File: src/rtl/o_serdes_tx_gearbox_pkg.sv
// Shared definitions for the O_SERDES transmit gearbox: FSM state encoding,
// default link-training word and parameter legality helpers.
package o_serdes_tx_gearbox_pkg;

  typedef enum logic [1:0] {
    StWaitLock = 2'd0,
    StTrain    = 2'd1,
    StData     = 2'd2
  } state_e;

  // Alternating 0/1 pattern; only the low WIDTH bits are ever driven.
  localparam logic [9:0] DefaultTrainPattern = 10'b0101010101;

  localparam int unsigned MinWidth = 3;
  localparam int unsigned MaxWidth = 10;
  localparam int unsigned MinRatio = 2;
  localparam int unsigned MaxRatio = 8;

  function automatic bit width_legal(int unsigned w);
    return (w >= MinWidth) && (w <= MaxWidth);
  endfunction

  function automatic bit ratio_legal(int unsigned r);
    return (r >= MinRatio) && (r <= MaxRatio);
  endfunction

endpackage

File: src/rtl/o_serdes_tx_gearbox_if.sv
// Wide-word valid/ready stream into the gearbox.
//   S_DATA  : WIDTH*RATIO-bit word, slice k = S_DATA[k*WIDTH +: WIDTH]
//   S_VALID : S_DATA valid (driven by master)
//   S_READY : gearbox accepts S_DATA this cycle (driven by slave)
interface o_serdes_tx_gearbox_if #(
  parameter int unsigned WIDTH = 4,
  parameter int unsigned RATIO = 4
) ();

  logic [WIDTH*RATIO-1:0] S_DATA;
  logic                   S_VALID;
  logic                   S_READY;

  modport master (
    output S_DATA,
    output S_VALID,
    input  S_READY
  );

  modport slave (
    input  S_DATA,
    input  S_VALID,
    output S_READY
  );

endinterface

File: src/rtl/o_serdes_tx_gearbox_sync_2ff.sv
// Two-flop synchronizer for a single asynchronous level.
//   clk_i  : destination clock
//   rst_ni : asynchronous active-low reset, output resets to 0
//   d_i    : asynchronous input
//   q_o    : synchronized output, two cycles of latency
module o_serdes_tx_gearbox_sync_2ff (
  input  logic clk_i,
  input  logic rst_ni,
  input  logic d_i,
  output logic q_o
);

  logic meta_q;
  logic sync_q;

  always_ff @(posedge clk_i or negedge rst_ni) begin
    if (!rst_ni) begin
      meta_q <= 1'b0;
      sync_q <= 1'b0;
    end else begin
      meta_q <= d_i;
      sync_q <= meta_q;
    end
  end

  assign q_o = sync_q;

endmodule

File: src/rtl/o_serdes_tx_gearbox.sv
// Transmit gearbox feeding O_SERDES: slices each wide stream word into RATIO
// WIDTH-bit words (LSB slice first), emits a training burst after PLL lock or
// on request, and drives the serializer output enable.
//   CLK_IN     : fabric clock shared with O_SERDES
//   RST        : asynchronous active-low reset
//   s_if       : wide-word valid/ready stream (slave side)
//   PLL_LOCK   : asynchronous PLL lock status
//   TRAIN_REQ  : level request for a training burst
//   D          : word to serializer
//   DATA_VALID : D valid
//   OE_IN      : serializer output enable
//   TRAINING   : training pattern is on D
//   UNDERFLOW  : sticky, stream ran dry mid-traffic; cleared by training
module o_serdes_tx_gearbox
  import o_serdes_tx_gearbox_pkg::*;
#(
  parameter int unsigned WIDTH         = 4,
  parameter int unsigned RATIO         = 4,
  parameter logic [9:0]  TRAIN_PATTERN = DefaultTrainPattern,
  parameter int unsigned TRAIN_WORDS   = 16
) (
  input  logic                  CLK_IN,
  input  logic                  RST,
  o_serdes_tx_gearbox_if.slave  s_if,
  input  logic                  PLL_LOCK,
  input  logic                  TRAIN_REQ,
  output logic [WIDTH-1:0]      D,
  output logic                  DATA_VALID,
  output logic                  OE_IN,
  output logic                  TRAINING,
  output logic                  UNDERFLOW
);

  if (!width_legal(WIDTH)) begin : g_bad_width
    $error("o_serdes_tx_gearbox: WIDTH must be 3..10");
  end
  if (!ratio_legal(RATIO)) begin : g_bad_ratio
    $error("o_serdes_tx_gearbox: RATIO must be 2..8");
  end
  if (TRAIN_WORDS < 1 || TRAIN_WORDS > 255) begin : g_bad_train_words
    $error("o_serdes_tx_gearbox: TRAIN_WORDS must be 1..255");
  end

  localparam int unsigned       SliceW     = $clog2(RATIO);
  localparam logic [SliceW-1:0] LastSlice  = SliceW'(RATIO - 1);
  localparam logic [WIDTH-1:0]  TrainWord  = TRAIN_PATTERN[WIDTH-1:0];
  localparam logic [7:0]        TrainWords = 8'(TRAIN_WORDS);

  state_e                   state_q, state_d;
  logic [WIDTH-1:0]         d_q, d_d;
  logic                     dv_q, dv_d;
  logic                     oe_q, oe_d;
  logic                     training_q, training_d;
  logic                     underflow_q, underflow_d;
  logic                     started_q, started_d;
  logic                     pending_q, pending_d;
  logic                     full_q, full_d;
  logic [WIDTH*RATIO-1:0]   hold_q, hold_d;
  logic [SliceW-1:0]        slice_q, slice_d;
  logic [7:0]               cnt_q, cnt_d;

  logic                     lock_s;
  logic                     idle;
  logic                     ready;
  logic                     accept;
  logic                     go_train;
  logic                     enter_train;
  logic [SliceW-1:0]        slice_nxt;
  logic [WIDTH-1:0]         hold_slices [RATIO];

  o_serdes_tx_gearbox_sync_2ff u_sync_2ff (
    .clk_i  (CLK_IN),
    .rst_ni (RST),
    .d_i    (PLL_LOCK),
    .q_o    (lock_s)
  );

  for (genvar k = 0; k < RATIO; k++) begin : g_slice
    assign hold_slices[k] = hold_q[k*WIDTH +: WIDTH];
  end

  // Idle: nothing held, or the last slice of the held word is on D now.
  assign idle      = !full_q || (slice_q == LastSlice);
  assign ready     = (state_q == StData) && !pending_q && idle;
  // A request arriving with the handshake wins: that word is refused.
  assign accept    = s_if.S_VALID && ready && !TRAIN_REQ;
  assign go_train  = (pending_q || TRAIN_REQ) && idle;
  assign slice_nxt = slice_q + SliceW'(1);

  assign s_if.S_READY = ready;

  always_comb begin
    state_d     = state_q;
    d_d         = d_q;
    dv_d        = dv_q;
    oe_d        = oe_q;
    training_d  = training_q;
    underflow_d = underflow_q;
    started_d   = started_q;
    pending_d   = pending_q;
    full_d      = full_q;
    hold_d      = hold_q;
    slice_d     = slice_q;
    cnt_d       = cnt_q;
    enter_train = 1'b0;

    unique case (state_q)
      StWaitLock: begin
        d_d        = '0;
        dv_d       = 1'b0;
        oe_d       = 1'b0;
        training_d = 1'b0;
        if (lock_s) enter_train = 1'b1;
      end
      StTrain: begin
        // cnt_q counts words already presented on D.
        if (cnt_q == TrainWords) begin
          state_d    = StData;
          dv_d       = 1'b0;
          training_d = 1'b0;
        end else begin
          cnt_d = cnt_q + 8'd1;
        end
      end
      StData: begin
        if (TRAIN_REQ) pending_d = 1'b1;
        if (accept) begin
          hold_d    = s_if.S_DATA;
          d_d       = s_if.S_DATA[WIDTH-1:0];
          dv_d      = 1'b1;
          full_d    = 1'b1;
          slice_d   = '0;
          started_d = 1'b1;
        end else if (!idle) begin
          slice_d = slice_nxt;
          d_d     = hold_slices[slice_nxt];
          dv_d    = 1'b1;
        end else if (go_train) begin
          enter_train = 1'b1;
        end else begin
          // Stream gap: D keeps its last value.
          dv_d   = 1'b0;
          full_d = 1'b0;
          if (started_q) underflow_d = 1'b1;
        end
      end
      default: state_d = StWaitLock;
    endcase

    if (enter_train) begin
      state_d     = StTrain;
      d_d         = TrainWord;
      dv_d        = 1'b1;
      oe_d        = 1'b1;
      training_d  = 1'b1;
      cnt_d       = 8'd1;
      underflow_d = 1'b0;
      started_d   = 1'b0;
      pending_d   = 1'b0;
      full_d      = 1'b0;
      slice_d     = '0;
    end

    // Loss of lock overrides everything and drops any held word.
    if (!lock_s && (state_q != StWaitLock)) begin
      state_d    = StWaitLock;
      d_d        = '0;
      dv_d       = 1'b0;
      oe_d       = 1'b0;
      training_d = 1'b0;
      started_d  = 1'b0;
      pending_d  = 1'b0;
      full_d     = 1'b0;
      slice_d    = '0;
      cnt_d      = '0;
    end
  end

  always_ff @(posedge CLK_IN or negedge RST) begin
    if (!RST) begin
      state_q     <= StWaitLock;
      d_q         <= '0;
      dv_q        <= 1'b0;
      oe_q        <= 1'b0;
      training_q  <= 1'b0;
      underflow_q <= 1'b0;
      started_q   <= 1'b0;
      pending_q   <= 1'b0;
      full_q      <= 1'b0;
      hold_q      <= '0;
      slice_q     <= '0;
      cnt_q       <= '0;
    end else begin
      state_q     <= state_d;
      d_q         <= d_d;
      dv_q        <= dv_d;
      oe_q        <= oe_d;
      training_q  <= training_d;
      underflow_q <= underflow_d;
      started_q   <= started_d;
      pending_q   <= pending_d;
      full_q      <= full_d;
      hold_q      <= hold_d;
      slice_q     <= slice_d;
      cnt_q       <= cnt_d;
    end
  end

  assign D          = d_q;
  assign DATA_VALID = dv_q;
  assign OE_IN      = oe_q;
  assign TRAINING   = training_q;
  assign UNDERFLOW  = underflow_q;

endmodule

File: src/flat_wrapper.sv
// flat-port wrapper written by rule: the top's interface ports become plain ports
module o_serdes_tx_gearbox_flat import o_serdes_tx_gearbox_pkg::*;
#(
  parameter int unsigned WIDTH         = 4,
  parameter int unsigned RATIO         = 4,
  parameter logic [9:0]  TRAIN_PATTERN = DefaultTrainPattern,
  parameter int unsigned TRAIN_WORDS   = 16
)
  (CLK_IN, RST, PLL_LOCK, TRAIN_REQ, D, DATA_VALID, OE_IN, TRAINING, UNDERFLOW, s_if_S_DATA, s_if_S_VALID, s_if_S_READY);
  o_serdes_tx_gearbox_if #(.WIDTH(WIDTH), .RATIO(RATIO)) s_if_i ();
  input  logic CLK_IN;
  input  logic RST;
  input  logic PLL_LOCK;
  input  logic TRAIN_REQ;
  output logic [WIDTH-1:0] D;
  output logic DATA_VALID;
  output logic OE_IN;
  output logic TRAINING;
  output logic UNDERFLOW;
  input wire logic [$bits(s_if_i.S_DATA)-1:0] s_if_S_DATA;
  input wire logic [$bits(s_if_i.S_VALID)-1:0] s_if_S_VALID;
  output wire logic [$bits(s_if_i.S_READY)-1:0] s_if_S_READY;
  assign s_if_i.S_DATA = s_if_S_DATA;
  assign s_if_i.S_VALID = s_if_S_VALID;
  assign s_if_S_READY = s_if_i.S_READY;
  o_serdes_tx_gearbox #(.WIDTH(WIDTH), .RATIO(RATIO), .TRAIN_PATTERN(TRAIN_PATTERN), .TRAIN_WORDS(TRAIN_WORDS)) u_core (.CLK_IN(CLK_IN), .RST(RST), .s_if(s_if_i), .PLL_LOCK(PLL_LOCK), .TRAIN_REQ(TRAIN_REQ), .D(D), .DATA_VALID(DATA_VALID), .OE_IN(OE_IN), .TRAINING(TRAINING), .UNDERFLOW(UNDERFLOW));
endmodule
File: config.mk
export PLATFORM = sky130hd
export DESIGN_NAME = o_serdes_tx_gearbox_flat
export DESIGN_NICKNAME = d
export VERILOG_FILES = /design/src/rtl/o_serdes_tx_gearbox_pkg.sv /design/src/rtl/o_serdes_tx_gearbox_if.sv /design/src/rtl/o_serdes_tx_gearbox_sync_2ff.sv /design/src/rtl/o_serdes_tx_gearbox.sv /design/src/flat_wrapper.sv
export SDC_FILE = /design/constraint.sdc
export NUM_CORES = 1
export LEC_CHECK = 0
export CAP_MARGIN = 5
export CORE_UTILIZATION = 55
export CTS_CLUSTER_SIZE = 14
export DETAILED_ROUTE_END_ITERATION = 8
export MAX_ROUTING_LAYER = met4
export PLACE_DENSITY = 0.92
export SETUP_SLACK_MARGIN = 0.05
export SYNTH_ARGS = -nofsm -noshare
export SYNTH_HDL_FRONTEND = slang
export SYNTH_SLANG_ARGS = --single-unit
File: constraint.sdc
create_clock -name CLK_IN -period 3.55 [get_ports CLK_IN]
set_input_delay 0.71 -clock CLK_IN [delete_from_list [all_inputs] [get_ports CLK_IN]]
set_output_delay 0.71 -clock CLK_IN [all_outputs]
set_load 0.05 [all_outputs]
==> impl_results.md, run 1 <==
- Worst skew pair latency: 0.30 ns
- Clock Tree Root: clkbuf_8
- Fillers: 264
- FF-to-FF Start: u_core.slice_q[0]
- Placed Cells: 257
- CP Capture Type: primary output
- Core region area: 0.00347 mm^2
- Cells after synthesis: 188
- Hold_buf cts: 0
- Grt met3 use: 6.52%
- Async set-reset flop share out of synthesis: 100%
- Final Hold Fails: 0
- Logic pwr share: 11.4%
- Vias/cell: 5.97
- Setup TNS: 0 ns
- Int Power: 658 uW
- Diode count: 0
- Post-Route Skew: 0.0113 ns
- First DRT Iteration DRCs: 148
- Vias: 1583
- Worst VDD drop: 0.291 mV
- Startpoint Class: flip-flop
- H-tree levels: 2
- Top FF cell, synth: dfrtp_1
- Reported leakage power: 1.08 nW
- Least-Margin Pin Slew: 0.856 ns
- GRT Total Usage: 23.4%
- GRT Max-Usage Layer: met2
- Post-CTS Setup Repair Bufs: 0
- Initial antenna violation count: 0
- Max Fanout on Critical Path: 8
- Setup crit start: u_core.slice_q[0]
- Post-synth EDFFs: 0
- Part of the cycle the worst path needs: 89.4%
- Seq cells post-synth: 41
- CTS tree: yes
- Grt ovf: 0
- Placed Area: 0.00238 mm^2
- Status: finished, final reports clean
- Detailed placement HPWL: 2.94 mm
- Endpoints failing setup: 0
- Largest net degree at the start of global routing: 42
- Met1 global-route usage: 29.6%
- Worst Hold Path Cells: 0
- Final Total Pwr: 884 uW
- Non-filler instance count after layout: 265
- Global-route wire length before repair: 6.88 mm
- Synth-to-Final Area Change: 19.6%
- RSZ-0062 raised after global routing: no
- Routing usage on met2: 35.1%
- Standard-cell rows: 21
- Clock share of power: 33.2%
- Cell variety after synth: 41
- Sw Pwr: 226 uW
- Pins Over Slew Limit: 0
- Rel. slew slack: 42.9%
- Synthesized area per cell: 10.9 um^2
- Synth warnings: 0
- Final RePlAce weighted congestion: 0.881
- Ports: 30
- Residual DRC: 0
- Cell area after layout: 0.00246 mm^2
- Vias in the first global route: 1519
- Hold Path Class: flip-flop to flip-flop
- Clock sinks: 41
- Minimum clock period: 3.17 ns
- Chip width: 63.1 um
- Post-DRT Antenna Nets: 0
- Drt total wl: 4.13 mm
- CTS Buf Count: 5
- Reg clk slew, reported paths: 0.08 ns
- Fmax: 0.315 GHz
- Reg power frac: 55.5%
- Starting Density: 59.3%
- Crit path kind: flip-flop to primary output
- Die height: 63.1 um
- Worst Min Path Start: u_core.u_sync_2ff.meta_q
- Layout Nets: 242
- Pre-Repair DR Iteration Count: 4
- Post-synthesis sequential area ratio: 49.9%
- Share of cells above drive strength 1: 17.8%
- DR WL/cell: 15.6 um
- Max Root-Sink Buffers: 2
- # resized after CTS: 0
- Die area: 0.00399 mm^2
- PortBufs: 29
- Mapped Area: 0.00206 mm^2
- Worst Path Required: 2.84 ns
- Syn Nets: 212
- R2R depth: 6
- Switching Share: 25.6%
- Pwr Density: 360 mW/mm^2
- Worst Path Arrival: 2.46 ns
- # Max-Cap Violations: 0
==> cells in the final DEF, fill, tap and decap left out, types with 7 or more instances in the layout <==
cell type        count
a21oi_1             14
nand2_1             12
clkdlybuf4s50_1     28
nor2_1              10
nand3_1              7
dfrtp_1             41
mux2_2              18
o21ai_0             11
==> per-layer routing <==
layer	part of all wire (%)	wire length [um]	vias up
met5	0	0	-
met4	2.1	87	0
met3	4.5	184	10
met2	49	2010	51
met1	45	1850	771
li1	-	-	751
==> logic make-up (layout without fill, tap and decap cells) <==
kind of cell    count (synthesis)  count (layout)  synth area share, %
simple gates                   59              59                 15.5
compound gates                 48              48                 14.9
flops                          41              41                 49.9
mux                            24              24                 15.2
buf+inv                        13              44                 2.74
fa+ha+maj                       3               3                 1.83
==> registers in the layout (all words and copies together), names as in the netlist <==
| name | flops |
|---|---|
| u_core.u_sync_2ff.q_o | 1 |
| u_core.hold_q | 16 |
| u_core.slice_q | 2 |
| u_core.pending_q | 1 |
| u_core.u_sync_2ff.meta_q | 1 |
| u_core.OE_IN | 1 |
| u_core.UNDERFLOW | 1 |
| u_core.DATA_VALID | 1 |
| u_core.state_q | 2 |
| u_core.started_q | 1 |
| u_core.TRAINING | 1 |
| u_core.full_q | 1 |
| u_core.cnt_q | 8 |
| u_core.D | 4 |
==> final timing paths <==
kind,slack [ns],end
worst min-delay path,0.38,u_core.u_sync_2ff.q_o
max in group asynchronous,2.49,u_core.state_q[0]
worst max-delay path,0.38,s_if_S_READY
worst min register to register,0.38,u_core.u_sync_2ff.q_o
min in group asynchronous,0.52,u_core.D[0]
worst max register to register,1.16,u_core.cnt_q[7]
==> cells in the mapped netlist, drive strengths merged, types with 5 or more instances <==
| cell | instances | area (um^2) |
|---|---|---|
| a21oi | 14 | 70.1 |
| nand2 | 12 | 45.0 |
| nand3 | 7 | 35.0 |
| nor2 | 10 | 37.5 |
| mux2 | 18 | 203 |
| clkbuf | 7 | 26.3 |
| o21ai | 11 | 55.1 |
| inv | 5 | 18.8 |
| dfrtp | 41 | 1030 |
| or3 | 6 | 42.5 |
==> cell type report <==
| type | count | area (um^2) | area share [%] |
|---|---|---|---|
| well taps | 46 | 57.6 | 2.34 |
| repair buffers | 31 | 300 | 12.2 |
| multi-input cells | 134 | 973 | 39.6 |
| clock inverters | 2 | 10.0 | 0.407 |
| clock buffers | 6 | 72.6 | 2.95 |
| flip-flops and latches | 41 | 1030 | 41.7 |
| inverters | 5 | 18.8 | 0.763 |
==> power groups by stage <==
stage / Clock [mW] / Sequential [mW] / Combinational (mW)
floorplan: 0 / 0.506 / 0.0433
global route: 0.323 / 0.491 / 0.109
finish: 0.293 / 0.490 / 0.101
CTS: 0.299 / 0.490 / 0.101
detailed placement: 0 / 0.499 / 0.100
global placement: 0 / 0.498 / 0.0980
==> critical path: stages, from the launching register on <==
cell and delay (ns):
dfrtp_1 0.57, ha_1 0.25, nand2b_1 0.25, nand2_1 0.16, nor2_1 0.12, clkdlybuf4s50_1 0.81
==> per-stage QoR <==
stage                     hold WS (ns)  utilization (%)  setup slack, ns
after floorplan                  0.331                -             1.37
after global placement           0.333             68.5            0.769
after detailed placement         0.358             68.5            0.694
after CTS                        0.374             70.9            0.368
after global routing             0.384             70.9            0.177
final                            0.383             70.9            0.376
No activity file was read; power rests on OpenSTA's default activity.
==> inputs of run 2 (changes only) <==
--- a/config.mk
+++ b/config.mk
@@ -6,6 +6,7 @@
 export NUM_CORES = 1
 export LEC_CHECK = 0
 export CAP_MARGIN = 5
+export CORE_MARGIN = 5
 export CORE_UTILIZATION = 55
 export CTS_CLUSTER_SIZE = 14
 export DETAILED_ROUTE_END_ITERATION = 8
==> run 2 against run 1 <==
Effect of this change:
- sequential share of layout area fell by 1.0 points
- largest power group unchanged
- count of clock-buffer cells in the layout fell by 1
- utilization fell by 1.5 points
- flip-flop and latch count did not move
- first-iteration DRC count rose by 43%
- design area rose by 2.5%
==> impl_results.md, run 2 (same netlist as run 1, synthesis figures left out) <==
- Status: finished, final reports clean
- Worst Path Required: 2.84 ns
- Hold WS: 0.353 ns
- Fillers: 268
- RR Endpoint: u_core.cnt_q[5]
- Vias/cell: 5.97
- Final Total Pwr: 1.04 mW
- Hold Path Class: flip-flop to flip-flop
- Share of cells above drive strength 1: 18.6%
- Die area: 0.00506 mm^2
- Max Fanout on Critical Path: 8
- Least-Margin Pin Slew: 0.897 ns
- Cell area after layout: 0.00252 mm^2
- FF-to-FF Start: u_core.slice_q[0]
- Pwr Density: 411 mW/mm^2
- Non-filler instance count after layout: 268
- Final Core Density: 69.4%
- Setup crit start: u_core.slice_q[0]
- Global-route wire length before repair: 7.19 mm
- Post-CTS Setup Repair Bufs: 0
- Die height: 71.1 um
- Pre-CTS setup slack: 0.661 ns
- DR WL/cell: 15.7 um
- Detailed placement HPWL: 3.03 mm
- H-tree levels: 2
- Crit-path leading delay family: buffers and inverters
- Ports: 30
- Drt total wl: 4.21 mm
- Commonest non-fill, non-tap cell in the layout: dfrtp_1
- Commonest cells after routing, fill and taps aside: dfrtp_1 (41), clkdlybuf4s50_1 (28), mux2_2 (18)
- Crit path kind: flip-flop to primary output
- Diode count: 0
- Initial antenna violation count: 0
- R2R depth: 6
- Crit path depth: 5
- Largest Register: u_core.hold_q
- CTS tree: yes
- Starting Density: 56.6%
- Layout Nets: 243
- Post-Route Skew: 0.0131 ns
- Final setup margin: 0.416 ns
- Reported leakage power: 1.11 nW
- Crit path buf inv count: 1
- RSZ-0062 raised after global routing: no
- Part of the cycle the worst path needs: 88.3%
- CP max stage delay: 0.81 ns
- # Max-Cap Violations: 0
- Placed Area: 0.00239 mm^2
- Critical Path Sink: s_if_S_READY
- Grt ovf: 0
- Clock sinks: 41
- Int Power: 802 uW
- Largest net degree at the start of global routing: 42
- Worst Path Arrival: 2.42 ns
- Residual DRC: 0
- CTS Buf Count: 5
- Hold_buf cts: 0
- First DRT Iteration DRCs: 212
- Final RePlAce weighted congestion: 0.835
- Vias: 1599
- CP cell instances: ha_1 -> nand2b_1 -> nand2_1 -> nor2_1 -> clkdlybuf4s50_1
- Max FFs per register: 16
- Final Hold Fails: 0
- Worst skew pair latency: 0.30 ns
- Switching Share: 22.6%
- CP Capture Type: primary output
- Endpoints failing setup: 0
- Setup TNS: 0 ns
- Reg clk slew, reported paths: 0.08 ns
- Minimum clock period: 3.13 ns
- Vias in the first global route: 1505
- # resized after CTS: 0
- Rel. slew slack: 40.2%
- Fmax: 0.319 GHz
- Chip width: 71.1 um
- Worst VDD drop: 0.371 mV
- Standard-cell rows: 22
- PortBufs: 29
- Clock Tree Root: clkbuf_8
- Slowest CP cell: clkdlybuf4s50_1
- Placed Cells: 260
- Post-DRT Antenna Nets: 0
- Pre-Repair DR Iteration Count: 5
- Pins Over Slew Limit: 0
- Worst R2R Setup Slack: 1.16 ns
- Startpoint Class: flip-flop
- Max Root-Sink Buffers: 2
- Reg power frac: 47.1%
- Core region area: 0.00363 mm^2
- Logic pwr share: 10.1%
- Synth-to-Final Area Change: 22.6%
- GRT Total Usage: 18.4%
- Sw Pwr: 234 uW
- Clock share of power: 42.8%
run 2: changes by cell type in the layout (fill, tap and decap cells not counted), sizes merged:
cell | before | now
clkinv | 2 | 1
buf | 3 | 4
bufinv | 0 | 2
clkbuf | 6 | 5
run 2: metal layers:
layer | GRT usage (%) | routed length (um) | vias to the layer above
li1 | - | - | 754
met1 | 25.4 | 1950 | 784
met2 | 25.7 | 1930 | 53
met3 | 4.97 | 266 | 8
met4 | 7.10 | 74 | 0
met5 | - | 0 | -
run 2: area by class of cell:
| class | instances | area (um^2) | share of cell area (%) |
|---|---|---|---|
| flip-flops and latches | 41 | 1030 | 40.7 |
| multi-input cells | 134 | 973 | 38.6 |
| clock inverters | 3 | 65.1 | 2.58 |
| clock buffers | 5 | 68.8 | 2.73 |
| repair buffers | 32 | 308 | 12.2 |
| inverters | 5 | 18.8 | 0.745 |
| well taps | 48 | 60.1 | 2.38 |
run 2: how the worst min path moves through the flow:
stage / startpoint / end / depth (start not counted)
final: u_core.u_sync_2ff.meta_q / u_core.u_sync_2ff.q_o / 0
after global routing: u_core.u_sync_2ff.meta_q / u_core.u_sync_2ff.q_o / 0
after CTS: u_core.u_sync_2ff.meta_q / u_core.u_sync_2ff.q_o / 0
after detailed placement: u_core.u_sync_2ff.meta_q / u_core.u_sync_2ff.q_o / 0
after global placement: u_core.u_sync_2ff.meta_q / u_core.u_sync_2ff.q_o / 0
after floorplan: u_core.u_sync_2ff.meta_q / u_core.u_sync_2ff.q_o / 0
run 2: power by group through the flow:
stage          clock [mW]  combinational, mW  sequential (mW)
2_1_floorplan           0             0.0433            0.506
3_3_place_gp            0              0.102            0.496
3_5_place_dp            0              0.105            0.496
4_1_cts             0.447              0.105            0.487
5_1_grt             0.471              0.114            0.489
6_report            0.443              0.105            0.487
==> RTL change 1, RTL diff (settings of run 1) <==
Put one more register stage on the output `UNDERFLOW`, with the module's reset. The value now appears one clock later. The other outputs are not delayed to match.
--- a/src/rtl/o_serdes_tx_gearbox.sv
+++ b/src/rtl/o_serdes_tx_gearbox.sv
@@ -211,5 +211,11 @@
   assign OE_IN      = oe_q;
   assign TRAINING   = training_q;
-  assign UNDERFLOW  = underflow_q;
+  always_ff @(posedge CLK_IN or negedge RST) begin
+    if (!RST) begin
+      UNDERFLOW <= '0;
+    end else begin
+      UNDERFLOW <= underflow_q;
+    end
+  end
 
 endmodule
Behaviour: same outputs for any inputs over 10 cycles, from zero or initial values and one cycle with RST low; that may be too few to reach the edited logic, so the function may still have changed.
==> RTL change 1 against run 1 <==
Area after synthesis increased by 6.3%; sequential cell count rose by 1; design area grew 4.4%; wire length up 9.6%; largest power group unchanged; critical path depth stayed put; global-route usage rose by 2.2 points; utilization fell by 2.3 points; maximum frequency grew 0.79%; setup slack improved by 25 ps; clock power is 7.5% higher; critical path type unchanged; total power is 7.0% higher.
==> RTL change 1: results (changes against run 1) <==
Adder-cell share of the synthesized area = 0.0172 (-0.00108)
Combinational group share of total power = 0.127 (+0.013)
Vias in the first global route = 1,591 (+4.7%)
Clock Skews = 6.21 ps (-5.08 ps)
Syn nets = 221 (+4.2%)
Mux contribution to synthesized area = 0.155 (+0.00305)
Compound-gate portion of the synthesized area = 0.153 (+0.00441)
Static leakage = 1.10 nW (+2.4%)
Status = finished, final reports clean
Worst reg2reg setup slack = 840 ps (-320 ps)
Max IR drop VDD = 0.231 mV (-20%)
ClkCell Share = 0.0356 (+0.00200)
Initial drt markers = 108 (-27%)
Largest net degree at the start of global routing = 43 (+2.4%)
Area of the multi-input gates = 1040 um2 (+6.9%)
Routability cong. = 0.930 (+5.5%)
Top cells by area, synth = dfrtp_1 48%, mux2_2 5.7%, mux2_4 4.8%, mux4_2 4.1%, a21oi_1 3.0%
Power Total = 0.000946 W (+7.0%)
Buffers, non-clock = 30 (-3.2%)
Routed wire length = 4.53 mm (+9.6%)
Total GRT Usage = 0.256 (+0.0220)
Setup WS pre-CTS = 622 ps (-72.3 ps)
Register Area = 1050 um2 (+2.4%)
Fraction of layout cells with a size suffix above 1 = 0.164 (-0.0136)
Post-layout nets = 248 (+2.5%)
Wire length on met1 = 1.98 mm (+7.2%)
Pint = 0.000708 W (+7.6%)
Reg2reg path depth = 4 (-2)
Met2 routed WL = 2.22 mm (+11%)
Clock Sinks = 42 (+2.4%)
Clk_buf instances = 7 (+1)
Wire length on met3 = 255 um (+39%)
## RTL change 1: changes by cell type after synthesis, sizes merged, moves of 4 or more
| cell | change |
|---|---|
| nor3 | +6 |
| nand2 | -4 |
| nand4 | +4 |
| o21ai | -4 |
## RTL change 1: per-stage QoR
stage                      util  instances  hold WS (ps)  cell area, um2
final                     0.685        273           349            2570
after global routing      0.685        273           372            2570
after CTS                 0.685        273           351            2570
after detailed placement  0.661        265           335            2470
after global placement    0.661        265           333            2470
after floorplan               -        197           331            2180
## RTL change 1: final timing paths
kind / end
min in group asynchronous: u_core.cnt_q[4]
max in group asynchronous: u_core.cnt_q[6]
hold / removal: u_core.u_sync_2ff.q_o
hold reg to reg: u_core.u_sync_2ff.q_o
setup / recovery: s_if_S_READY
setup reg to reg: u_core.hold_q[7]
## RTL change 1: per-layer routing
metal / up-vias / global-route usage
li1: 788 / -
met1: 820 / 0.336
met2: 73 / 0.385
met3: 6 / 0.0599
met4: 0 / 0.101
met5: - / -
==> RTL change 2, RTL diff (flow settings as in run 1) <==
Made on the original files. `RATIO` is set to 4 in 3 places; all go to 8.
--- a/src/rtl/o_serdes_tx_gearbox_if.sv
+++ b/src/rtl/o_serdes_tx_gearbox_if.sv
@@ -5,5 +5,5 @@
 interface o_serdes_tx_gearbox_if #(
   parameter int unsigned WIDTH = 4,
-  parameter int unsigned RATIO = 4
+  parameter int unsigned RATIO = 8
 ) ();
 
--- a/src/rtl/o_serdes_tx_gearbox.sv
+++ b/src/rtl/o_serdes_tx_gearbox.sv
@@ -16,5 +16,5 @@
 #(
   parameter int unsigned WIDTH         = 4,
-  parameter int unsigned RATIO         = 4,
+  parameter int unsigned RATIO         = 8,
   parameter logic [9:0]  TRAIN_PATTERN = DefaultTrainPattern,
   parameter int unsigned TRAIN_WORDS   = 16
--- a/src/flat_wrapper.sv
+++ b/src/flat_wrapper.sv
@@ -3,5 +3,5 @@
 #(
   parameter int unsigned WIDTH         = 4,
-  parameter int unsigned RATIO         = 4,
+  parameter int unsigned RATIO         = 8,
   parameter logic [9:0]  TRAIN_PATTERN = DefaultTrainPattern,
   parameter int unsigned TRAIN_WORDS   = 16
Interface: changed (resized s_if_S_DATA); port bits go from 30 to 46. The function was not compared with the original's and may differ.
==> RTL change 2 against run 1 <==
Wire length increased by 55%; sequential cell count increased by 17; setup slack got worse by 60 ps; non-clock buffer count increased by 19; via count increased by 50%; combinational power increased by 62%; design area increased by 46%; area after synthesis increased by 40%; total power increased by 76%; critical endpoint unchanged; highest routed layer unchanged.
==> RTL change 2: results (changes against run 1) <==
Sw Ratio = 0.232 (-0.0239)
Status = finished, final reports clean
Number of CTS-inserted buffers = 9 (+4)
Final Instance Count excl. Fillers = 416 (+57%)
Clk Latency, worst-skew pair = 340 ps (+40 ps)
Inst Count DP = 400 (+56%)
Placed cell areas = 3380 um2 (+42%)
Routed vias = 2,377 (+50%)
Total GRT Usage = 0.285 (+0.0512)
Reg2reg path depth = 8 (+2)
Clock Skews = 5.55 ps (-5.74 ps)
Hold/Removal Path Class = in2async
Post-synth top cells = 104 x nand2_1, 58 x dfrtp_1, 14 x clkbuf_1
Max IR drop VDD = 0.264 mV (-9.1%)
Filler Cell Count = 354 (+34%)
Initial drt markers = 121 (-18%)
Routability cong. = 0.872 (-1.1%)
Synth cell types = 46 (+12%)
First-pass GRT wire length = 10.9 mm (+59%)
CP arrival = 2520 ps (+60 ps)
Post-layout nets = 385 (+59%)
Critical path's largest stage delay = 850 ps (+40 ps)
Seq/Total Area, Yosys = 0.505 (+0.00636)
Worst reg2reg setup slack = 1190 ps (+30 ps)
Hold WS = 354 ps (-29.0 ps)
Max reg flops = 32 (+16)
Setup WS pre-CTS = 686 ps (-7.76 ps)
Setup WS post-layout = 317 ps (-59.5 ps)
Routed wire length = 6.42 mm (+55%)
[RTL change 2: changes by cell type in the layout (fill, tap and decap cells not counted), sizes merged, moves of 8 or more]
cell,before,now
dfrtp,41,58
clkdlybuf4s50,28,44
nor3,2,10
nand2,12,104
clkbuf,6,14
mux2,18,1
[RTL change 2: power groups by stage]
| stage | clock network (W) | registers, W | logic, W |
|---|---|---|---|
| final | 0.000667 | 0.000725 | 0.000164 |
| after global placement | 0 | 0.000733 | 0.000159 |
| after CTS | 0.000675 | 0.000724 | 0.000165 |
| after detailed placement | 0 | 0.000736 | 0.000165 |
| after floorplan | 0 | 0.000739 | 0.0000753 |
| after global routing | 0.000712 | 0.000728 | 0.000182 |
[RTL change 2: logic make-up after synthesis]
group / after synthesis / synth area share
AND/OR/NAND/NOR: 152 / 0.239
flip-flops: 58 / 0.505
buffers and inverters: 21 / 0.0283
multiplexers: 16 / 0.0924
AO/OA/AOI/OAI: 49 / 0.118
adder cells (fa/ha/maj): 4 / 0.0174
[RTL change 2: layer usage]
metal / vias to the layer above / GRT usage / part of all wire
met5: - / - / 0
met4: 0 / 0.140 / 0.027
met3: 18 / 0.0772 / 0.057
met2: 91 / 0.454 / 0.51
met1: 1136 / 0.335 / 0.40
li1: 1132 / - / -
[RTL change 2: worst reg2reg max path, stage by stage, from the launching register on]
cell,delay (ps)
dfrtp_1,320
buf_4,190
ha_1,180
ha_1,190
nor2b_1,60
buf_4,160
o32a_1,540
a31o_1,330
mux2_4,260
[RTL change 2: layout make-up]
cell class,instances,share of cell area
clock buffers,14,0.0425
multi-input cells,221,0.375
flip-flops and latches,58,0.404
clock inverters,2,0.0167
repair buffers,50,0.134
well taps,67,0.0233
inverters,4,0.00418
